**src/rtl/sevseg_pkg.sv**
```systemverilog
// Shared seven-segment constants and capture FSM state type.
// Latency: n/a (constants and types only).
// Backpressure: n/a.
//
// Segment bit order is seg[0]=a ... seg[6]=g, active-high. The encoder uses
// the same patterns, so both ends of a loopback agree by construction.
package sevseg_pkg;

  // Segment bit positions within a 7-bit pattern.
  localparam int A = 0;
  localparam int B = 1;
  localparam int C = 2;
  localparam int D = 3;
  localparam int E = 4;
  localparam int F = 5;
  localparam int G = 6;

  localparam logic [6:0] SEG_0     = 7'h3F;
  localparam logic [6:0] SEG_1     = 7'h06;
  localparam logic [6:0] SEG_2     = 7'h5B;
  localparam logic [6:0] SEG_3     = 7'h4F;
  localparam logic [6:0] SEG_4     = 7'h66;
  localparam logic [6:0] SEG_5     = 7'h6D;
  localparam logic [6:0] SEG_6     = 7'h7D;
  localparam logic [6:0] SEG_7     = 7'h07;
  localparam logic [6:0] SEG_8     = 7'h7F;
  localparam logic [6:0] SEG_9     = 7'h6F;
  localparam logic [6:0] SEG_BLANK = 7'h00;

  localparam logic [3:0] BCD_INVALID = 4'hF;

  // Output side of the capture block: EMPTY has no frame pending,
  // FULL holds a frame until the consumer accepts it.
  typedef enum logic {
    ST_EMPTY = 1'b0,
    ST_FULL  = 1'b1
  } cap_state_e;

endpackage

```
**src/rtl/sevseg_capture_if.sv**
```systemverilog
// Frame output bus of the segment capture block (valid/ready).
// Latency: n/a (wiring only).
// Backpressure: producer holds frame_bcd/frame_err/frame_valid until frame_ready.
//
// Ports:
//   frame_bcd   captured frame, digit i at [4i+3:4i]
//   frame_err   frame contains at least one undecodable pattern
//   frame_valid frame_bcd/frame_err valid
//   frame_ready consumer accepts when frame_valid & frame_ready
interface sevseg_capture_if #(
  parameter int NUM_DIGITS = 4
);

  logic [4*NUM_DIGITS-1:0] frame_bcd;
  logic                    frame_err;
  logic                    frame_valid;
  logic                    frame_ready;

  modport master (
    output frame_bcd,
    output frame_err,
    output frame_valid,
    input  frame_ready
  );

  modport slave (
    input  frame_bcd,
    input  frame_err,
    input  frame_valid,
    output frame_ready
  );

endinterface

```
**src/rtl/sevseg_decode.sv**
```systemverilog
// Seven-segment pattern to BCD decoder (inverse of the encoder table).
// Latency: combinational.
// Backpressure: none.
//
// Ports:
//   seg_i    7-bit active-high pattern, seg_i[0]=a ... seg_i[6]=g
//   valid_o  1 when seg_i is one of the ten digit patterns
//   bcd_o    decoded digit, BCD_INVALID when valid_o=0
module sevseg_decode
  import sevseg_pkg::*;
(
  input  logic [6:0] seg_i,
  output logic       valid_o,
  output logic [3:0] bcd_o
);

  always_comb begin
    valid_o = 1'b1;
    bcd_o   = BCD_INVALID;
    case (seg_i)
      SEG_0:   bcd_o = 4'd0;
      SEG_1:   bcd_o = 4'd1;
      SEG_2:   bcd_o = 4'd2;
      SEG_3:   bcd_o = 4'd3;
      SEG_4:   bcd_o = 4'd4;
      SEG_5:   bcd_o = 4'd5;
      SEG_6:   bcd_o = 4'd6;
      SEG_7:   bcd_o = 4'd7;
      SEG_8:   bcd_o = 4'd8;
      SEG_9:   bcd_o = 4'd9;
      // Blank and every partial/garbled pattern land here.
      default: valid_o = 1'b0;
    endcase
  end

endmodule

```
**src/rtl/sevseg_capture.sv**
```systemverilog
// Captures stable digit patterns from a scanned 7-segment display into BCD frames.
// Latency: 1 input register + STABLE_CYCLES dwell; frame_valid rises on the last digit's capture edge.
// Backpressure: frame held until accepted; a frame completing while one is pending is dropped (overrun).
//
// Ports:
//   clk, rst_n   clock (rising edge) and asynchronous active-low reset
//   dig_en       digit enables from the scanner, one-hot while a digit is lit
//   seg          segment lines, seg[0]=a ... seg[6]=g
//   frm          frame output bus (valid/ready), see sevseg_capture_if
//   overrun      1-cycle pulse: a completed frame was dropped
//   onehot_err   1-cycle pulse: dig_en changed to a multi-hot value
module sevseg_capture
  import sevseg_pkg::*;
#(
  parameter int NUM_DIGITS    = 4,
  parameter int STABLE_CYCLES = 3,
  parameter bit SEG_ACT_LOW   = 1'b0
) (
  input  logic                  clk,
  input  logic                  rst_n,
  input  logic [NUM_DIGITS-1:0] dig_en,
  input  logic [6:0]            seg,
  sevseg_capture_if.master      frm,
  output logic                  overrun,
  output logic                  onehot_err
);

  // Counter is wide enough to hold its saturation value STABLE_CYCLES.
  localparam int              CW      = $clog2(STABLE_CYCLES + 1);
  localparam logic [CW-1:0]   CNT_SAT = CW'(STABLE_CYCLES);
  localparam logic [CW-1:0]   CNT_CAP = CW'(STABLE_CYCLES - 1);

  // Input stage (normalised to active-high) and its one-cycle-old copy.
  logic [NUM_DIGITS-1:0]   dig_n, dig_q, dig_prev_q;
  logic [6:0]              seg_n, seg_q, seg_prev_q;

  logic [CW-1:0]           cnt_q, cnt_d;
  logic [NUM_DIGITS-1:0]   seen_q, seen_d, seen_nx;
  logic [4*NUM_DIGITS-1:0] buf_q, buf_d;
  logic                    err_q, err_d, err_nx;

  logic                    same_w, onehot_w, multihot_w, capture_w;
  logic                    complete_w, accept_w, load_w, drop_w;
  logic                    dec_vld;
  logic [3:0]              dec_bcd;

  cap_state_e              state_q;
  logic                    frame_valid_q, frame_err_q;
  logic [4*NUM_DIGITS-1:0] frame_bcd_q;
  logic                    overrun_q, onehot_err_q;

  always_comb begin
    dig_n = SEG_ACT_LOW ? ~dig_en : dig_en;
    seg_n = SEG_ACT_LOW ? ~seg    : seg;
  end

  assign same_w     = (dig_q == dig_prev_q) && (seg_q == seg_prev_q);
  assign onehot_w   = $onehot(dig_q);
  assign multihot_w = !$onehot0(dig_q);

  sevseg_decode u_decode (
    .seg_i   (seg_q),
    .valid_o (dec_vld),
    .bcd_o   (dec_bcd)
  );

  // Stability counter: held at 0 while blanked, restarts on any change,
  // saturates so the capture value CNT_CAP is crossed once per dwell.
  always_comb begin
    cnt_d = cnt_q;
    if ((dig_q == '0) || !same_w) begin
      cnt_d = '0;
    end else if (cnt_q != CNT_SAT) begin
      cnt_d = cnt_q + CW'(1);
    end
  end

  // Capture fires on the edge where the counter lands on CNT_CAP. With
  // STABLE_CYCLES=1 that is the first sample after a change.
  assign capture_w = onehot_w && (cnt_d == CNT_CAP);

  // Buffer/seen/error as they would be after this edge's capture, so the
  // completing digit is already included when the frame is copied out.
  always_comb begin
    buf_d   = buf_q;
    seen_nx = seen_q;
    err_nx  = err_q;
    if (capture_w) begin
      for (int i = 0; i < NUM_DIGITS; i++) begin
        if (dig_q[i]) begin
          buf_d[4*i +: 4] = dec_bcd;
        end
      end
      seen_nx = seen_q | dig_q;
      err_nx  = err_q | !dec_vld;
    end
  end

  assign complete_w = capture_w && (&seen_nx);
  assign accept_w   = frame_valid_q && frm.frame_ready;
  assign load_w     = complete_w && (!frame_valid_q || accept_w);
  assign drop_w     = complete_w && !load_w;

  // A completed frame always restarts collection, whether delivered or dropped.
  assign seen_d = complete_w ? '0   : seen_nx;
  assign err_d  = complete_w ? 1'b0 : err_nx;

  always_ff @(posedge clk or negedge rst_n) begin
    if (!rst_n) begin
      dig_q        <= '0;
      seg_q        <= '0;
      dig_prev_q   <= '0;
      seg_prev_q   <= '0;
      cnt_q        <= '0;
      seen_q       <= '0;
      buf_q        <= '0;
      err_q        <= 1'b0;
      overrun_q    <= 1'b0;
      onehot_err_q <= 1'b0;
    end else begin
      dig_q        <= dig_n;
      seg_q        <= seg_n;
      dig_prev_q   <= dig_q;
      seg_prev_q   <= seg_q;
      cnt_q        <= cnt_d;
      seen_q       <= seen_d;
      buf_q        <= buf_d;
      err_q        <= err_d;
      overrun_q    <= drop_w;
      // Only the first cycle of a new multi-hot value is flagged.
      onehot_err_q <= multihot_w && (dig_q != dig_prev_q);
    end
  end

  // Output FSM with registered frame outputs.
  always_ff @(posedge clk or negedge rst_n) begin
    if (!rst_n) begin
      state_q       <= ST_EMPTY;
      frame_valid_q <= 1'b0;
      frame_bcd_q   <= '0;
      frame_err_q   <= 1'b0;
    end else begin
      case (state_q)
        ST_EMPTY: begin
          if (load_w) begin
            state_q       <= ST_FULL;
            frame_valid_q <= 1'b1;
            frame_bcd_q   <= buf_d;
            frame_err_q   <= err_nx;
          end
        end
        ST_FULL: begin
          if (load_w) begin
            // Accept and completion on the same edge: hand over back to back.
            frame_bcd_q <= buf_d;
            frame_err_q <= err_nx;
          end else if (accept_w) begin
            state_q       <= ST_EMPTY;
            frame_valid_q <= 1'b0;
          end
        end
        default: begin
          state_q       <= ST_EMPTY;
          frame_valid_q <= 1'b0;
        end
      endcase
    end
  end

  assign frm.frame_bcd   = frame_bcd_q;
  assign frm.frame_err   = frame_err_q;
  assign frm.frame_valid = frame_valid_q;
  assign overrun         = overrun_q;
  assign onehot_err      = onehot_err_q;

endmodule

```
**src/flat_wrapper.sv**
```systemverilog
// flat-port wrapper written by rule: the top's interface ports become plain ports
module sevseg_capture_flat import sevseg_pkg::*;
#(
  parameter int NUM_DIGITS    = 4,
  parameter int STABLE_CYCLES = 3,
  parameter bit SEG_ACT_LOW   = 1'b0
)
  (clk, rst_n, dig_en, seg, overrun, onehot_err, frm_frame_bcd, frm_frame_err, frm_frame_valid, frm_frame_ready);
  sevseg_capture_if #(.NUM_DIGITS(NUM_DIGITS)) frm_i ();
  input  logic clk;
  input  logic rst_n;
  input  logic [NUM_DIGITS-1:0] dig_en;
  input  logic [6:0] seg;
  output logic overrun;
  output logic onehot_err;
  output wire logic [$bits(frm_i.frame_bcd)-1:0] frm_frame_bcd;
  output wire logic [$bits(frm_i.frame_err)-1:0] frm_frame_err;
  output wire logic [$bits(frm_i.frame_valid)-1:0] frm_frame_valid;
  input wire logic [$bits(frm_i.frame_ready)-1:0] frm_frame_ready;
  assign frm_frame_bcd = frm_i.frame_bcd;
  assign frm_frame_err = frm_i.frame_err;
  assign frm_frame_valid = frm_i.frame_valid;
  assign frm_i.frame_ready = frm_frame_ready;
  sevseg_capture #(.NUM_DIGITS(NUM_DIGITS), .STABLE_CYCLES(STABLE_CYCLES), .SEG_ACT_LOW(SEG_ACT_LOW)) u_core (.clk(clk), .rst_n(rst_n), .dig_en(dig_en), .seg(seg), .frm(frm_i), .overrun(overrun), .onehot_err(onehot_err));
endmodule
```
**config.mk**
```make
export PLATFORM = sky130hd
export DESIGN_NAME = sevseg_capture_flat
export DESIGN_NICKNAME = d
export VERILOG_FILES = /design/src/rtl/sevseg_pkg.sv /design/src/rtl/sevseg_capture_if.sv /design/src/rtl/sevseg_decode.sv /design/src/rtl/sevseg_capture.sv /design/src/flat_wrapper.sv
export SDC_FILE = /design/constraint.sdc
export NUM_CORES = 1
export LEC_CHECK = 0
export CAP_MARGIN = 20
export CELL_PAD_IN_SITES_DETAIL_PLACEMENT = 1
export CELL_PAD_IN_SITES_GLOBAL_PLACEMENT = 1
export CORE_MARGIN = 3
export CORE_UTILIZATION = 44
export DETAILED_ROUTE_END_ITERATION = 6
export PLACE_DENSITY_LB_ADDON = 0.1
export SYNTH_ARGS = -nofsm -noshare
export SYNTH_HDL_FRONTEND = slang
export SYNTH_SLANG_ARGS = --single-unit
```
**constraint.sdc**
```tcl
create_clock -name clk -period 3.9 [get_ports clk]
set_clock_uncertainty 0.1 [all_clocks]
set_input_delay 0.585 -clock clk [delete_from_list [all_inputs] [get_ports clk]]
set_output_delay 0.585 -clock clk [all_outputs]
set_load 0.02 [all_outputs]
```
[After elaboration in Yosys (flattened, before gate mapping)]
Index checks and enable logic that the tools add are counted.
Operators by class
  $add $sub $neg: 4
  $mul: 0
  divide/modulo/power cells: 0
  magnitude comparators: 1
  eq/ne operators: 19
  shift operators: 0
  mux-type cells: 23
  bitwise operators: 3
  reduce and logical (&&, ||, !) cells: 18
Operators with widths (number)
  $eq A7 B7 Y1 const B: 7
  $pmux W4 S10: 1
  $mux W16: 2
  $mux W4: 6
  $eq A7 B3 Y1 const B: 2
  $mux W1: 10
  $reduce_or A10 Y1: 1
  $eq A7 B6 Y1 const B: 1
  $eq A7 B7 Y1: 1
  $logic_and A1 B1 Y1: 7
  $logic_not A1 Y1: 5
  $add A1 B1 Y2: 2
  $eq A4 B4 Y1: 1
  $logic_not A4 Y1: 1
  $mux W2: 2
  $ne A2 B1 Y1 const B: 2
  $ne A2 B2 Y1 const B: 2
  $ne A4 B4 Y1: 1
  $or A4 B4 Y4: 1
  $pmux W1 S2: 2
  $reduce_and A4 Y1: 1
  $add A3 B3 Y3: 1
  $eq A3 B1 Y1 const B: 1
  $le A3 B1 Y1 const B: 1
  other kinds (6): 7
Storage, ports and cells
  bits in registers: 66
  bits in latches: 0
  bits in writable memories: 0
  memory bits (read-only): 0
  input bits: 14
  output and inout bits: 20
  logic and storage cells: 82
  memories: 0

[Depth between registers and ports, before layout]
Gate-level depths: netlist of run 1.
  depth in word-level cells: 13
  depth in mapped cells: 11
  gate-level depth less buffers: 9

[Hierarchy]
From an unflattened synthesis of run 1, not the netlist that was laid out.
Unflattened totals
  cell total of the unflattened synthesis: 237
  area total of the unflattened synthesis: 2910.3 µm²
Modules (own cells, without submodules)
  sevseg_capture: instances 1, cells each 209, area an instance 2722.6 µm², seq. area each 1651.6 µm²
  sevseg_decode: instances 1, cells each 28, area an instance 187.7 µm², seq. area each 0.0 µm²

[Worst setup path after synthesis of run 1]
Ideal clock, no wire load.
  path type: reg2reg
  from: register u_core.dig_q[2]
  to: register u_core.frame_bcd_q[7], in the netlist u_core.frm.frame_bcd[7]
  setup time: 0.128 ns
  data arrival time: 2.807 ns
  data required time: 3.672 ns
  setup slack: 0.864 ns
  cell stages (with the launch flop): 12
  buffers on the path: 2
  clock period less this slack: 3.036 ns
  cell sequence: dfrtp_1 > inv_1 > ha_1 > ha_1 > fa_1 > nor4b_2 > nand2_1 > or4_1 > buf_2 > buf_2 > o21ai_0 > o31ai_1
On the way
  longest elaborated chain between the ends: 11
  elaborated cells between the ends (all ways): 18
  classes of those cells: add/sub: 2; eq/ne: 3; mux: 4; bitwise: 1; reduce/logical: 8
Ends and longest elaborated chain
  from (decl): line sevseg_capture.sv:34  | logic [NUM_DIGITS-1:0] dig_n, dig_q, dig_prev_q;
  from (signal assigned): line sevseg_capture.sv:121  | dig_q <= dig_n;
  parallel branches: the longest is 11 deep, another holds $add A3 B3 Y3
  to (signal assigned): line sevseg_capture.sv:148  | frame_bcd_q <= buf_d;
  to (signal assigned): line sevseg_capture.sv:155  | frame_bcd_q <= buf_d;
  to (decl): line sevseg_capture.sv:49  | logic [4*NUM_DIGITS-1:0] frame_bcd_q;
Several ways; the timed one is not identified. The select of a mux whose other input is x is not followed.
A chain may end at the register's enable or synchronous reset.

[Final worst setup path of run 1]
  from: register u_core.dig_q[2]
  to: register u_core.state_q
On the way
  longest elaborated chain between the ends: 13
  elaborated cells between the ends (all ways): 19
  classes of those cells: add/sub: 2; eq/ne: 3; mux: 5; bitwise: 1; reduce/logical: 8
Ends and longest elaborated chain
  parallel branches: the longest is 9 deep, another holds $add A3 B3 Y3
  $logic_and A1 B1 Y1 (*): line sevseg_capture.sv:99  | assign complete_w = capture_w && (&seen_nx);
  $logic_and A1 B1 Y1 (*): line sevseg_capture.sv:101  | assign load_w = complete_w && (!frame_valid_q || accept_w);
  $mux W1 (on tied branches): line sevseg_capture.sv:153, sevseg_capture.sv:145
  $pmux W1 S2 (*): line sevseg_capture.sv:143  | case (state_q)
  to (signal assigned): line sevseg_capture.sv:146  | state_q <= ST_FULL;
  to (signal assigned): line sevseg_capture.sv:158  | state_q <= ST_EMPTY;
  to (signal assigned): line sevseg_capture.sv:163  | state_q <= ST_EMPTY;
  to (decl): line sevseg_capture.sv:47  | cap_state_e state_q;
Every way passes the cells marked *.

==> reports/metrics.cfg, run 1 <==
[status]
status=finished, final reports clean

[global_route]
grt_pass1_vias=2213
track_usage_pct=19.6
grt_overflow_total=0
grt_pass1_wl_mm=11.3
grt_max_degree=38
antenna_found_initial=0

[timing]
tns_ps=0
drv_slew=0
worst_pin_slew_ps=640
fmax_mhz=278
period_needed_ps=3600
grt_setup_unrepaired=no
setup_violations=0
maxSlewHeadroom_pct=57.0
finalCritPeriodShare_pct=92.4
hold_viol=0

[worst_setup_path]
cp.required_ps=4070
r2r_cells=9
r2r_start=u_core.dig_q[2]
worstSetupEndpointType=flip-flop
rrSetupSlack_ps=300
r2r_end=u_core.state_q
path_max_fanout=18
start_kind=flip-flop
crit_type=flip-flop to flip-flop
critPathArrivalTime_ps=3780

[routing]
num_vias=2121
first_pass_iters=4
drc_errors=0
viasPerCell=5.52
drt_iter0_markers=116
wl_per_cell_um=17.4
ant_nets=0
drt_wl_total_mm=6.68

[yosys]
yosys.area_share.xor_xnor_pct=3.56
synth_top_area_cell=dfrtp_1
synth_flop_cell=dfrtp_1
yosys-top-cells-count=dfrtp_1, nor2_1, inv_1, nor3_1
synth_cell_type_count=44
ys_seq_area_share_pct=56.0
post-synth-top-count-cell=dfrtp_1
synth_compound_area_share_pct=11.6
synth-adder-area-share_pct=2.80
synth_nets=285
yosys.area_share.simple_pct=18.0
synth.avg_cell_area_sq_um=11.1
yosysWarnings=0
synth-edff-count=0
synthTopCellsByArea=dfrtp_1, nor2_1, xnor2_1, nor4_4, o211ai_1
synth_top_family_by_area=simple AND/OR/NAND/NOR gates
ys_async_sr_fraction_pct=100
syn_inst=265
muxShareOfSynthArea_pct=3.27
syn-cell-area_sq_um=2950
ys_ff_latch=66
synth_top_area_share_pct=56.0

[clock_tree]
clk_pin_slew_ps=70
cts_setup_buffers=0
cts_resized=0
numCtsBuffers=9
cts_sinks=66
htree_num_levels=3
clkLatencyLatePin_ps=340
root_buffer=clkbuf_8
cts_buffer_depth=2
holdBufCountCts=0
cts_tree=done

[final_layout]
nets=323
insertedDiodeCount=0
final_area_sq_um=3530
drive_gt1_share_pct=11.7
area_delta_synth_final_pct=19.7
fill_cells=703

[floorplan]
ios=34
start_util_pct=45.9
chipHeight_um=87.9
coreArea_sq_um=6420
rows=29
dieArea_sq_um=7720
die_width_um=87.9

[placed_design]
placed_area_sq_um=3340
io_buffers=33
place_congestion=0.754
hpwl_mm=4.69

[hold_path]
worst_hold_path_type=primary input to async pin

[power_and_ir_drop]
power_density_nw_per_um2=385
peakVddDrop_v=0.000321
leakage_nw=1.53

[job]
drv_cap=0

-- cells by family after synthesis --
logic type / after synthesis
fa+ha+maj: 6
flops: 66
simple gates: 90
mux: 9
compound gates: 54
xor+xnor: 12
buf+inv: 28
-- registers in the layout, summed over array words and instances, names as in the netlist --
register,count
u_core.buf_q,16
u_core.cnt_q,2
u_core.dig_prev_q,4
u_core.dig_q,4
u_core.err_q,1
u_core.frm.frame_bcd,16
u_core.frm.frame_err,1
u_core.frm.frame_valid,1
u_core.onehot_err,1
u_core.overrun,1
u_core.seen_q,4
u_core.seg_prev_q,7
u_core.seg_q,7
u_core.state_q,1
-- per-stage QoR --
stage	total power [mW]	setup WS [ps]	utilization [%]	hold WS (ps)	instances
finish	1.36	297	55.0	163	384
floorplan	0.778	864	-	189	265
global route	1.43	85.8	55.0	204	384
CTS	1.38	293	55.0	181	384
global placement	0.816	459	52.1	368	369
detailed placement	0.820	325	52.1	378	369
-- worst max path at each step --
stage | from | to | slack (ps) | depth (start not counted)
after detailed placement | u_core.dig_q[2] | u_core.state_q | 320 | 9
final | u_core.dig_q[2] | u_core.state_q | 300 | 9
after floorplan | u_core.dig_q[2] | u_core.frm.frame_bcd[7] | 860 | 11
after global routing | u_core.dig_q[2] | u_core.state_q | 90 | 9
after CTS | u_core.dig_q[2] | u_core.state_q | 290 | 9
after global placement | u_core.dig_q[2] | u_core.state_q | 460 | 9
-- cell usage in the layout (no fill, tap or decap), types with 2 or more instances in the layout --
cell type and instances:
clkbuf_1 2, o21a_1 2, inv_1 14, ha_1 5, clkdlybuf4s50_1 32, o21ai_1 11
clkinv_2 2, or4_1 5, nor4_1 2, a21boi_0 2, nor4_4 4, mux2i_1 4
dfrtp_1 66, o22a_1 2, o22ai_1 3, nand2b_1 2, clkbuf_8 10, nor2_1 37
nor3_1 14, nand2_1 7, mux2_2 5, a21oi_1 4, nand4_1 2, nand3_1 7
xnor2_1 12, buf_4 8, o31ai_1 2, o211ai_1 11, o21ai_0 12
-- critical path, stage by stage (launching register included) --
cell	delay (ps)
dfrtp_1	460
inv_1	70
ha_1	300
ha_1	220
fa_1	470
nor4b_2	460
nand2_1	150
or4_1	740
nor2_1	390
o22a_1	180
-- routing by layer --
metal	track usage, %	share of wire (%)	up-vias	routed length [um]
met5	0	0	-	0
met3	4.23	3.7	12	248
met1	25.7	47	1060	3110
met4	10.2	2.1	0	138
li1	-	-	1007	-
met2	30.5	48	42	3190
-- power breakdown --
part / internal (mW) / total (mW) / switching (mW)
logic: 0.0399 / 0.0907 / 0.0508
clock network: 0.308 / 0.554 / 0.247
registers: 0.698 / 0.714 / 0.0161
-- final cells by class --
cell class	count	area [sq um]	share of cell area (%)
repair buffers	41	385	10.9
multi-input cells	171	1160	32.8
clock buffers	12	145	4.11
well taps	77	96.3	2.73
flip-flops and latches	66	1650	46.8
inverters	14	52.6	1.49
clock inverters	3	40.0	1.13
Note: power is estimated with default switching activity, not from simulation.
==> run 2, diff against run 1 <==
- SLEW_MARGIN: unset -> 20
==> results of run 2 <==
The final DEF is identical to that of run 1; final timing and power are the same.
==> run 3, diff against run 2 <==
- CAP_MARGIN: 20 -> 5
==> results of run 3 <==
The final DEF is identical to that of run 1; final timing and power are the same.
